`config.mk`:
```
export PLATFORM = sky130hd
export DESIGN_NAME = timer_array_flat
export DESIGN_NICKNAME = d
export VERILOG_FILES = /design/src/rtl/timer_array_if.sv /design/src/rtl/timer_array.sv /design/src/flat_wrapper.sv
export SDC_FILE = /design/constraint.sdc
export NUM_CORES = 1
export LEC_CHECK = 0
export ABC_AREA = 1
export BUFFER_PORTS_ARGS = -buffer_cell sky130_fd_sc_hd__clkbuf_2
export CAP_MARGIN = 20
export CORE_MARGIN = 10
export CORE_UTILIZATION = 60
export CTS_CLUSTER_SIZE = 14
export DETAILED_ROUTE_END_ITERATION = 7
export GPL_ROUTABILITY_DRIVEN = 1
export PLACE_DENSITY_LB_ADDON = 0.1
export SLEW_MARGIN = 30
export SYNTH_ARGS = -nofsm -noshare
export SYNTH_HDL_FRONTEND = slang
export SYNTH_SLANG_ARGS = --single-unit
```
`constraint.sdc`:
```
create_clock -name clock_16 -period 3.18 [get_ports clock_16]
set_input_delay 0.477 -clock clock_16 [delete_from_list [all_inputs] [get_ports clock_16]]
set_output_delay 0.477 -clock clock_16 [all_outputs]
set_load 0.1 [all_outputs]
```
`src/rtl/timer_array_if.sv`:
```
// MMIO-side bundle for timer_array: write strobes in, counters/ctrl/overflow/irq out.
// The master side is the register decode and read mux; the slave side is the timer bank.
interface timer_array_if #(
  parameter int NUM_CH = 4,
  parameter int CNT_W  = 16
);
  localparam int SEL_W = (NUM_CH > 1) ? $clog2(NUM_CH) : 1;

  logic [SEL_W-1:0]        wr_sel;
  logic                    wr_reload_en;
  logic [CNT_W-1:0]        wr_reload;
  logic                    wr_ctrl_en;
  logic [7:0]              wr_ctrl;
  logic [NUM_CH*CNT_W-1:0] count;
  logic [NUM_CH*8-1:0]     ctrl;
  logic [NUM_CH-1:0]       overflow;
  logic [NUM_CH-1:0]       irq;

  modport master (
    output wr_sel, wr_reload_en, wr_reload, wr_ctrl_en, wr_ctrl,
    input  count, ctrl, overflow, irq
  );

  modport slave (
    input  wr_sel, wr_reload_en, wr_reload, wr_ctrl_en, wr_ctrl,
    output count, ctrl, overflow, irq
  );
endinterface

```
`src/rtl/timer_array.sv`:
```
// Bank of cascadable up-counting timers with per-channel prescaler and overflow/irq pulses.
// Overflow of channel i-1 feeds channel i combinationally so cascade chains resolve in one edge.

module timer_array_ch #(
  parameter int CNT_W = 16,
  parameter bit FIRST = 1'b0
) (
  input  logic             clock_16,
  input  logic             reset,
  input  logic             reload_we_i,
  input  logic [CNT_W-1:0] reload_wd_i,
  input  logic             ctrl_we_i,
  input  logic [7:0]       ctrl_wd_i,
  input  logic             up_ovf_i,
  output logic [CNT_W-1:0] cnt_o,
  output logic [7:0]       ctrl_o,
  output logic             ovf_c_o
);
  logic [CNT_W-1:0] cnt_q, cnt_d, reload_q, reload_d, reload_eff;
  logic [7:0]       ctrl_q, ctrl_d;
  logic [9:0]       pre_q, pre_d, div_m1;
  logic             run, start_edge, stop, casc, pre_hit, tick, ovf_c;

  always_comb begin
    run        = ctrl_q[7];
    start_edge = ctrl_we_i & ctrl_wd_i[7] & ~run;
    stop       = ctrl_we_i & ~ctrl_wd_i[7];
    reload_eff = reload_we_i ? reload_wd_i : reload_q;
    casc       = ctrl_q[2] & ~FIRST;
    case (ctrl_q[1:0])
      2'd0:    div_m1 = 10'd0;
      2'd1:    div_m1 = 10'd63;
      2'd2:    div_m1 = 10'd255;
      default: div_m1 = 10'd1023;
    endcase
    pre_hit = (pre_q == div_m1);
    // A stop write in the same cycle suppresses the tick, so all-ones holds without overflowing.
    tick    = run & ~stop & (casc ? up_ovf_i : pre_hit);
    ovf_c   = tick & (&cnt_q);

    cnt_d    = cnt_q;
    pre_d    = pre_q;
    reload_d = reload_we_i ? reload_wd_i : reload_q;
    ctrl_d   = ctrl_we_i ? ctrl_wd_i : ctrl_q;
    if (start_edge) begin
      cnt_d = reload_eff;
      pre_d = 10'd0;
    end else if (run & ~stop) begin
      if (!casc) pre_d = pre_hit ? 10'd0 : pre_q + 10'd1;
      if (tick)  cnt_d = ovf_c ? reload_eff : cnt_q + CNT_W'(1);
    end
  end

  always_ff @(posedge clock_16 or negedge reset) begin
    if (!reset) begin
      cnt_q    <= '0;
      reload_q <= '0;
      ctrl_q   <= '0;
      pre_q    <= '0;
    end else begin
      cnt_q    <= cnt_d;
      reload_q <= reload_d;
      ctrl_q   <= ctrl_d;
      pre_q    <= pre_d;
    end
  end

  assign cnt_o   = cnt_q;
  assign ctrl_o  = ctrl_q;
  assign ovf_c_o = ovf_c;
endmodule

module timer_array #(
  parameter int NUM_CH = 4,
  parameter int CNT_W  = 16
) (
  input logic          clock_16,
  input logic          reset,
  timer_array_if.slave bus
);
  logic [NUM_CH-1:0][CNT_W-1:0] cnt_w;
  logic [NUM_CH-1:0][7:0]       ctrl_w;
  logic [NUM_CH-1:0]            ovf_c, up_ovf, sel_w, ovf_q, irq_q;

  generate
    for (genvar i = 0; i < NUM_CH; i++) begin : g_ch
      // Select values beyond NUM_CH-1 match no channel, so those writes fall away.
      assign sel_w[i] = (32'(bus.wr_sel) == i);
      if (i == 0) begin : g_head
        assign up_ovf[i] = 1'b0;
      end else begin : g_link
        assign up_ovf[i] = ovf_c[i-1];
      end
      timer_array_ch #(.CNT_W(CNT_W), .FIRST(i == 0)) u_ch (
        .clock_16    (clock_16),
        .reset       (reset),
        .reload_we_i (bus.wr_reload_en & sel_w[i]),
        .reload_wd_i (bus.wr_reload),
        .ctrl_we_i   (bus.wr_ctrl_en & sel_w[i]),
        .ctrl_wd_i   (bus.wr_ctrl),
        .up_ovf_i    (up_ovf[i]),
        .cnt_o       (cnt_w[i]),
        .ctrl_o      (ctrl_w[i]),
        .ovf_c_o     (ovf_c[i])
      );
    end
  endgenerate

  always_ff @(posedge clock_16 or negedge reset) begin
    if (!reset) begin
      ovf_q <= '0;
      irq_q <= '0;
    end else begin
      ovf_q <= ovf_c;
      for (int i = 0; i < NUM_CH; i++) irq_q[i] <= ovf_c[i] & ctrl_w[i][6];
    end
  end

  assign bus.count    = cnt_w;
  assign bus.ctrl     = ctrl_w;
  assign bus.overflow = ovf_q;
  assign bus.irq      = irq_q;
endmodule

```
`src/flat_wrapper.sv`:
```
// flat-port wrapper written by rule: the top's interface ports become plain ports
module timer_array_flat 
#(
  parameter int NUM_CH = 4,
  parameter int CNT_W  = 16
)
  (clock_16, reset, bus_wr_sel, bus_wr_reload_en, bus_wr_reload, bus_wr_ctrl_en, bus_wr_ctrl, bus_count, bus_ctrl, bus_overflow, bus_irq);
  timer_array_if #(.NUM_CH(NUM_CH), .CNT_W(CNT_W)) bus_i ();
  input logic clock_16;
  input logic reset;
  input wire logic [$bits(bus_i.wr_sel)-1:0] bus_wr_sel;
  input wire logic [$bits(bus_i.wr_reload_en)-1:0] bus_wr_reload_en;
  input wire logic [$bits(bus_i.wr_reload)-1:0] bus_wr_reload;
  input wire logic [$bits(bus_i.wr_ctrl_en)-1:0] bus_wr_ctrl_en;
  input wire logic [$bits(bus_i.wr_ctrl)-1:0] bus_wr_ctrl;
  output wire logic [$bits(bus_i.count)-1:0] bus_count;
  output wire logic [$bits(bus_i.ctrl)-1:0] bus_ctrl;
  output wire logic [$bits(bus_i.overflow)-1:0] bus_overflow;
  output wire logic [$bits(bus_i.irq)-1:0] bus_irq;
  assign bus_i.wr_sel = bus_wr_sel;
  assign bus_i.wr_reload_en = bus_wr_reload_en;
  assign bus_i.wr_reload = bus_wr_reload;
  assign bus_i.wr_ctrl_en = bus_wr_ctrl_en;
  assign bus_i.wr_ctrl = bus_wr_ctrl;
  assign bus_count = bus_i.count;
  assign bus_ctrl = bus_i.ctrl;
  assign bus_overflow = bus_i.overflow;
  assign bus_irq = bus_i.irq;
  timer_array #(.NUM_CH(NUM_CH), .CNT_W(CNT_W)) u_core (.clock_16(clock_16), .reset(reset), .bus(bus_i));
endmodule
```
# After elaboration in Yosys (flattened, before gate mapping)
# Index checks and enable logic that the tools add are counted.
[classes]
addsub = 8
n_eq_ne = 18
muxes = 42
n_bitwise = 45
n_reduce_logical = 24
[ops]
columns = ["cell", "n"]
rows = [
  ["$mux W16", 20],
  ["$mux W10", 15],
  ["$pmux W10 S3", 4],
  ["$add A16 B1 Y16 const B", 4],
  ["$reduce_and A16 Y1", 4],
  ["$add A10 B1 Y10 const B", 4],
  ["$eq A10 B10 Y1", 4],
  ["$and A1 B1 Y1", 36],
  ["$reduce_bool A2 Y1", 8],
  ["$reduce_and A2 Y1", 7],
  ["$eq A2 B2 Y1 const B", 6],
  ["$eq A2 B1 Y1 const B", 5],
  ["$logic_not A2 Y1", 5],
  ["$not A1 Y1", 9],
  ["$ne A2 B1 Y1 const B", 3],
  ["$mux W1", 3],
]
[word_totals]
ff_bits = 208
inputBits = 30
out_inout_bits = 104

# Longest topological paths before layout
[logic_depth]
word_depth = 20
depth_mapped = 18

# Modules after synthesis
# Synthesis repeated with hierarchy kept, for this count alone.
[unflattened]
hier_cells = 1506
area_unflattened_um2 = 11446.0
[modules_own_cells]
columns = ["mod", "instances", "cells_per_inst", "area_per_inst_um2", "seq_area_each_um2"]
rows = [
  ["timer_array_ch (u_core.g_ch[1].u_ch ...)", 3, 363, 2770.2, 1251.2],
  ["timer_array_ch (u_core.g_ch[0].u_ch)", 1, 384, 2841.5, 1251.2],
  ["timer_array", 1, 33, 294.0, 200.2],
]

# Least setup slack after synthesis
# OpenSTA, ideal clock, no wires.
[synth_path]
path_kind = "flip-flop to flip-flop"
start = "reg u_core.g_ch[1].u_ch.cnt_q[1]"
end = "reg u_core.g_ch[3].u_ch.cnt_q[5]"
setup_time_ns = 0.120
arrival_ns = 2.999
required_ns = 3.060
path_slack_ns = 0.061
path_stages_with_launch = 18
n_path_buf = 1
period_less_slack_ns = 3.119
cell_sequence = "dfrtp_1 -> ha_1 -> nand2_1 -> nor2_2 -> nand3_1 -> nor2_4 -> nand4_1 -> nor2_1 -> nand3_2 -> nand2_2 -> nand4_1 -> o21ai_1 -> nand2_1 -> nand2_2 -> inv_2 -> buf_4 -> nand2_1 -> nand2_1"
[synth_via]
elab_chain_cells = 12
[synth_lines]
columns = ["item", "line", "source"]
rows = [
  ["start: declaration", "timer_array.sv:19", "logic [CNT_W-1:0] cnt_q, cnt_d, reload_q, reload_d, reload_eff;"],
  ["start signal: assignment", "timer_array.sv:61", "cnt_q <= cnt_d;"],
  ["$reduce_and A16 Y1 (*)", "timer_array.sv:39", "ovf_c = tick & (&cnt_q);"],
  ["$and A1 B1 Y1 (*)", "timer_array.sv:39", ""],
  ["$mux W1 (*)", "timer_array.sv:38", "tick = run & ~stop & (casc ? up_ovf_i : pre_hit);"],
  ["$and A1 B1 Y1 (*)", "timer_array.sv:38", ""],
  ["$and A1 B1 Y1 (*)", "timer_array.sv:39", ""],
  ["$mux W1 (*)", "timer_array.sv:38", ""],
  ["$and A1 B1 Y1 (*)", "timer_array.sv:38", ""],
  ["$and A1 B1 Y1", "timer_array.sv:39", ""],
  ["$mux W16 (2 in series)", "timer_array.sv:50", "if (tick) cnt_d = ovf_c ? reload_eff : cnt_q + CNT_W'(1);"],
  ["$mux W16", "timer_array.sv:48", "end else if (run & ~stop) begin"],
  ["$mux W16", "timer_array.sv:45", "if (start_edge) begin"],
  ["end signal: assignment", "timer_array.sv:61", ""],
  ["end: declaration", "timer_array.sv:19", ""],
]
# Every way passes the cells marked *; elsewhere a longest branch is shown, timed or not. The select of a mux whose other input is x is not followed.
# A chain may end at the register's enable or synchronous reset.

# Worst setup path in the final report
[layout_path]
start = "reg u_core.g_ch[3].u_ch.cnt_q[0]"
end = "reg u_core.g_ch[3].u_ch.cnt_q[5]"
[layout_via]
elab_chain_cells = 6
[layout_lines]
columns = ["item", "line"]
rows = [
  ["parallel branches: the longest is 2 deep, another holds $add A16 B1 Y16", "-"],
  ["$mux W16 (*) (2 in series)", "timer_array.sv:50"],
  ["$mux W16 (*)", "timer_array.sv:48"],
  ["$mux W16 (*)", "timer_array.sv:45"],
]
# Mark *: on every way between the ends. The select of a mux whose other input is x is not followed.

==> results.json <==
{
  "hold-worst-slack_ns": 0.00856,
  "routedWlPerCell_um": 16.2,
  "power_density_nw_per_um2": 966,
  "tritoncts": "done",
  "dieArea_um2": 23600,
  "p_leak_uw": 0.00638,
  "vias_per_cell": 5.40,
  "grtUsageMet3_pct": 3.43,
  "largest_net_degree_at_the_start_of_global_routing": 82,
  "synth_flop_cell": "sky130_fd_sc_hd__dfrtp_1",
  "port_buffers": 133,
  "finalSetupViolations": 0,
  "fin_worst_skew_ns": 0.00897,
  "grt_setup_unrepaired": "false",
  "slew_violations": 0,
  "synth_nets": 1364,
  "cell_with_the_most_instances_after_synthesis": "sky130_fd_sc_hd__nand2_1",
  "synth.mux.area_fraction_pct": 0.771,
  "detail_route.first_pass.iterations": 6,
  "first_global_vias": 8655,
  "synth_fa_ha_area_share_pct": 0.935,
  "htree_levels": 1,
  "synth-warning-count": 0,
  "worst_slew_pin_slew_ns": 0.736,
  "synth_compound_gate_area_share_pct": 14.4,
  "coreArea_um2": 17400,
  "numCtsBuffers": 22,
  "grt.met1_usage_pct": 31.4,
  "layout-drive-gt1-share_pct": 16.2,
  "asyncSetResetFlopFracSynth_pct": 100,
  "worst_setup_path_endpoint": "u_core.g_ch[3].u_ch.cnt_o[5]",
  "die_x_um": 154,
  "endpoint_kind": "flop",
  "critical_path.max_stage_delay_ns": 0.43,
  "cp_cell_sequence": "ha_1 > nand2_2 > nor2_4 > nand3_2 > nor3b_4 > nand4_2 > nor2_1 > nand3_1 > nor2_1 > nand3_4 > nand2_4 > nand2_1 > nand3_1 > nand2_1",
  "fin_area_um2": 12400,
  "dpl.hpwl_um": 19700,
  "synth.top_cells.by_count": "sky130_fd_sc_hd__nand2_1, sky130_fd_sc_hd__inv_1, sky130_fd_sc_hd__dfrtp_1, sky130_fd_sc_hd__o21ai_0, sky130_fd_sc_hd__nor2_1",
  "drt_wl_total_um": 27500,
  "setup.worst_path.class": "flop to flop",
  "synth_xor_xnor_area_share_pct": 3.52,
  "floorplan.io_pins": 134,
  "fin_util_pct": 71.0,
  "finish.net_count": 1499,
  "chipHeight_um": 154,
  "vias": 9164,
  "mappedNetlistArea_um2": 10700,
  "ir_worst_vdd_v": 0.00114,
  "worstRegToRegCells": 14,
  "max-clock-path-buffers": 3,
  "yosys-top-cells-area": "sky130_fd_sc_hd__dfrtp_1, sky130_fd_sc_hd__nand2_1, sky130_fd_sc_hd__inv_1",
  "synthCells": 1326,
  "yosys.cell_types.count": 54,
  "synth_top_family_by_area": "simple AND/OR/NAND/NOR gates",
  "worst-endpoint-required_ns": 3.57,
  "r2r_setup_slack_ns": 0.41,
  "crit-reg2reg-launch": "u_core.g_ch[3].u_ch.cnt_o[0]",
  "clock_root_buffer": "sky130_fd_sc_hd__clkbuf_16",
  "critical-path-slowest-cell": "sky130_fd_sc_hd__dfrtp_1",
  "run_status": "complete, no violations",
  "synth.ff_latch_count": 208,
  "dpl_cell_area_um2": 11600,
  "final_estimated_routing_congestion_in_global_placement": 0.855,
  "starting_density_of_the_core_pct": 61.5,
  "clock_sinks": 208,
  "grt.met2_usage_pct": 36.2,
  "resized_after_cts": 0,
  "finish.cell_count_without_fillers": 1698,
  "synth_area_per_cell_um2": 8.08,
  "hold_violation_count_in_the_final_report": 0,
  "fillers": 1434,
  "syn_to_final_growth_pct": 15.5,
  "synth-edff-count": 0,
  "seqCellArea_um2": 5200,
  "hp-class": "input port to asynchronous set/reset pin",
  "antenna_found_initial": 0,
  "global_route_wire_length_before_repair_um": 44600,
  "arrival_time_at_the_worst_endpoint_ns": 3.15,
  "timing.fmax_mhz": 361,
  "headroom_to_the_max_slew_limit_pct": 50.8,
  "ys_seq_area_share_pct": 48.6,
  "count_of_maximum_capacitance_violations": 0,
  "residual_overflow_from_global_routing": 0,
  "insertedDiodeCount": 0,
  "drt-initial-drc-count": 701,
  "synth_area_leader_cell": "sky130_fd_sc_hd__dfrtp_1",
  "dpl.cell_count": 1662,
  "finalSetupTns_ns": 0,
  "min_period_ns": 2.77,
  "multi_input_logic_area_um2": 4500,
  "cts_post_setup_buffers_inserted": 0,
  "cts.hold.buffers_added": 0,
  "synth.top_cell.area_share_pct": 48.6,
  "floorplan.rows": 48,
  "worst_r2r_endpoint": "u_core.g_ch[3].u_ch.cnt_o[5]",
  "clk_slew_on_worst_s_h_paths_ns": 0.06,
  "post-route-drc-count": 0,
  "clk_latency_ns": 0.50,
  "yosys.area_share.simple_pct": 22.2,
  "critical_path_launch_point_type": "flop",
  "grt_util_all_layers_pct": 22.5,
  "drt.antenna.violating_nets": 0,
  "startpoint": "u_core.g_ch[3].u_ch.cnt_o[0]",
  "fin_crit_share_pct": 87.0,
  "worst-path-max-fanout": 19,
  "globalRoute.busiestLayer": "met2"
}
## cell families after synthesis
kind of cell,after synthesis
and+or+nand+nor,526
AOI/OAI and AO/OA,269
buffers and inverters,264
DFF,208
xor gates and xnor gates,43
muxes,8
adders and majority gates,8
## worst max-delay path, delay by kind of cell (launching register included)
kind,cells,cell delay [ns]
flip-flops,1,0.43
AND/OR/NAND/NOR,13,1.97
adder cells (fa/ha/maj),1,0.24
## placed cells by master (no fill, tap or decap), types with 23 or more instances in the layout
cell	count
sky130_fd_sc_hd__o211ai_1	26
sky130_fd_sc_hd__a21oi_1	33
sky130_fd_sc_hd__clkbuf_16	23
sky130_fd_sc_hd__nand2_1	286
sky130_fd_sc_hd__xor2_1	36
sky130_fd_sc_hd__clkbuf_2	132
sky130_fd_sc_hd__inv_1	214
sky130_fd_sc_hd__dfrtp_1	208
sky130_fd_sc_hd__nand3_1	76
sky130_fd_sc_hd__nor2_1	95
sky130_fd_sc_hd__o21ai_0	143
## flip-flops by register name (all words and copies together) (netlist names)
signal                     flops
u_core.g_ch.u_ch.cnt_o        64
u_core.g_ch.u_ch.ctrl_o       32
u_core.bus.irq                 4
u_core.bus.overflow            4
u_core.g_ch.u_ch.reload_q     64
u_core.g_ch.u_ch.pre_q        40
## metal layers
layer  vias up  wire length, µm
met4         0              516
met3        37             1440
met5         -                0
li1       4554                -
met2       240            13100
met1      4333            12500
## stage by stage
step	setup WS [ns]	power (µW)
after floorplan	0.0609	8260
after global placement	0.560	9230
after detailed placement	0.501	9340
after CTS	0.429	12000
after global routing	0.156	12500
final	0.412	11900
## report_power, final
part           internal [µW]  leakage (µW)  switching (µW)
sequential              3320       0.00255             701
clock                   1590      0.000363            1030
combinational           1050       0.00346            4270
total                   5950       0.00638            6000
## worst min path at each step
stage	cells after the start	end	slack, ns	start
floorplan	0	u_core.bus.irq[0]	0.18	reset
global placement	2	u_core.g_ch[0].u_ch.reload_q[6]	0.46	u_core.g_ch[0].u_ch.reload_q[6]
detailed placement	2	u_core.g_ch[2].u_ch.reload_q[12]	0.46	u_core.g_ch[2].u_ch.reload_q[12]
CTS	1	u_core.g_ch[1].u_ch.pre_q[6]	0.04	reset
global route	1	u_core.g_ch[1].u_ch.pre_q[6]	0.04	reset
finish	1	u_core.g_ch[1].u_ch.pre_q[6]	0.009	reset
## cell type report
cell class	instances	share of cell area [%]
multi-input combinational	854	36.3
tap	225	2.28
inverter	228	6.92
clock inverter	5	0.607
sequential	208	42.1
timing repair buffer	147	6.50
clock buffer	31	5.30
Note: power is estimated with default switching activity, not from simulation.
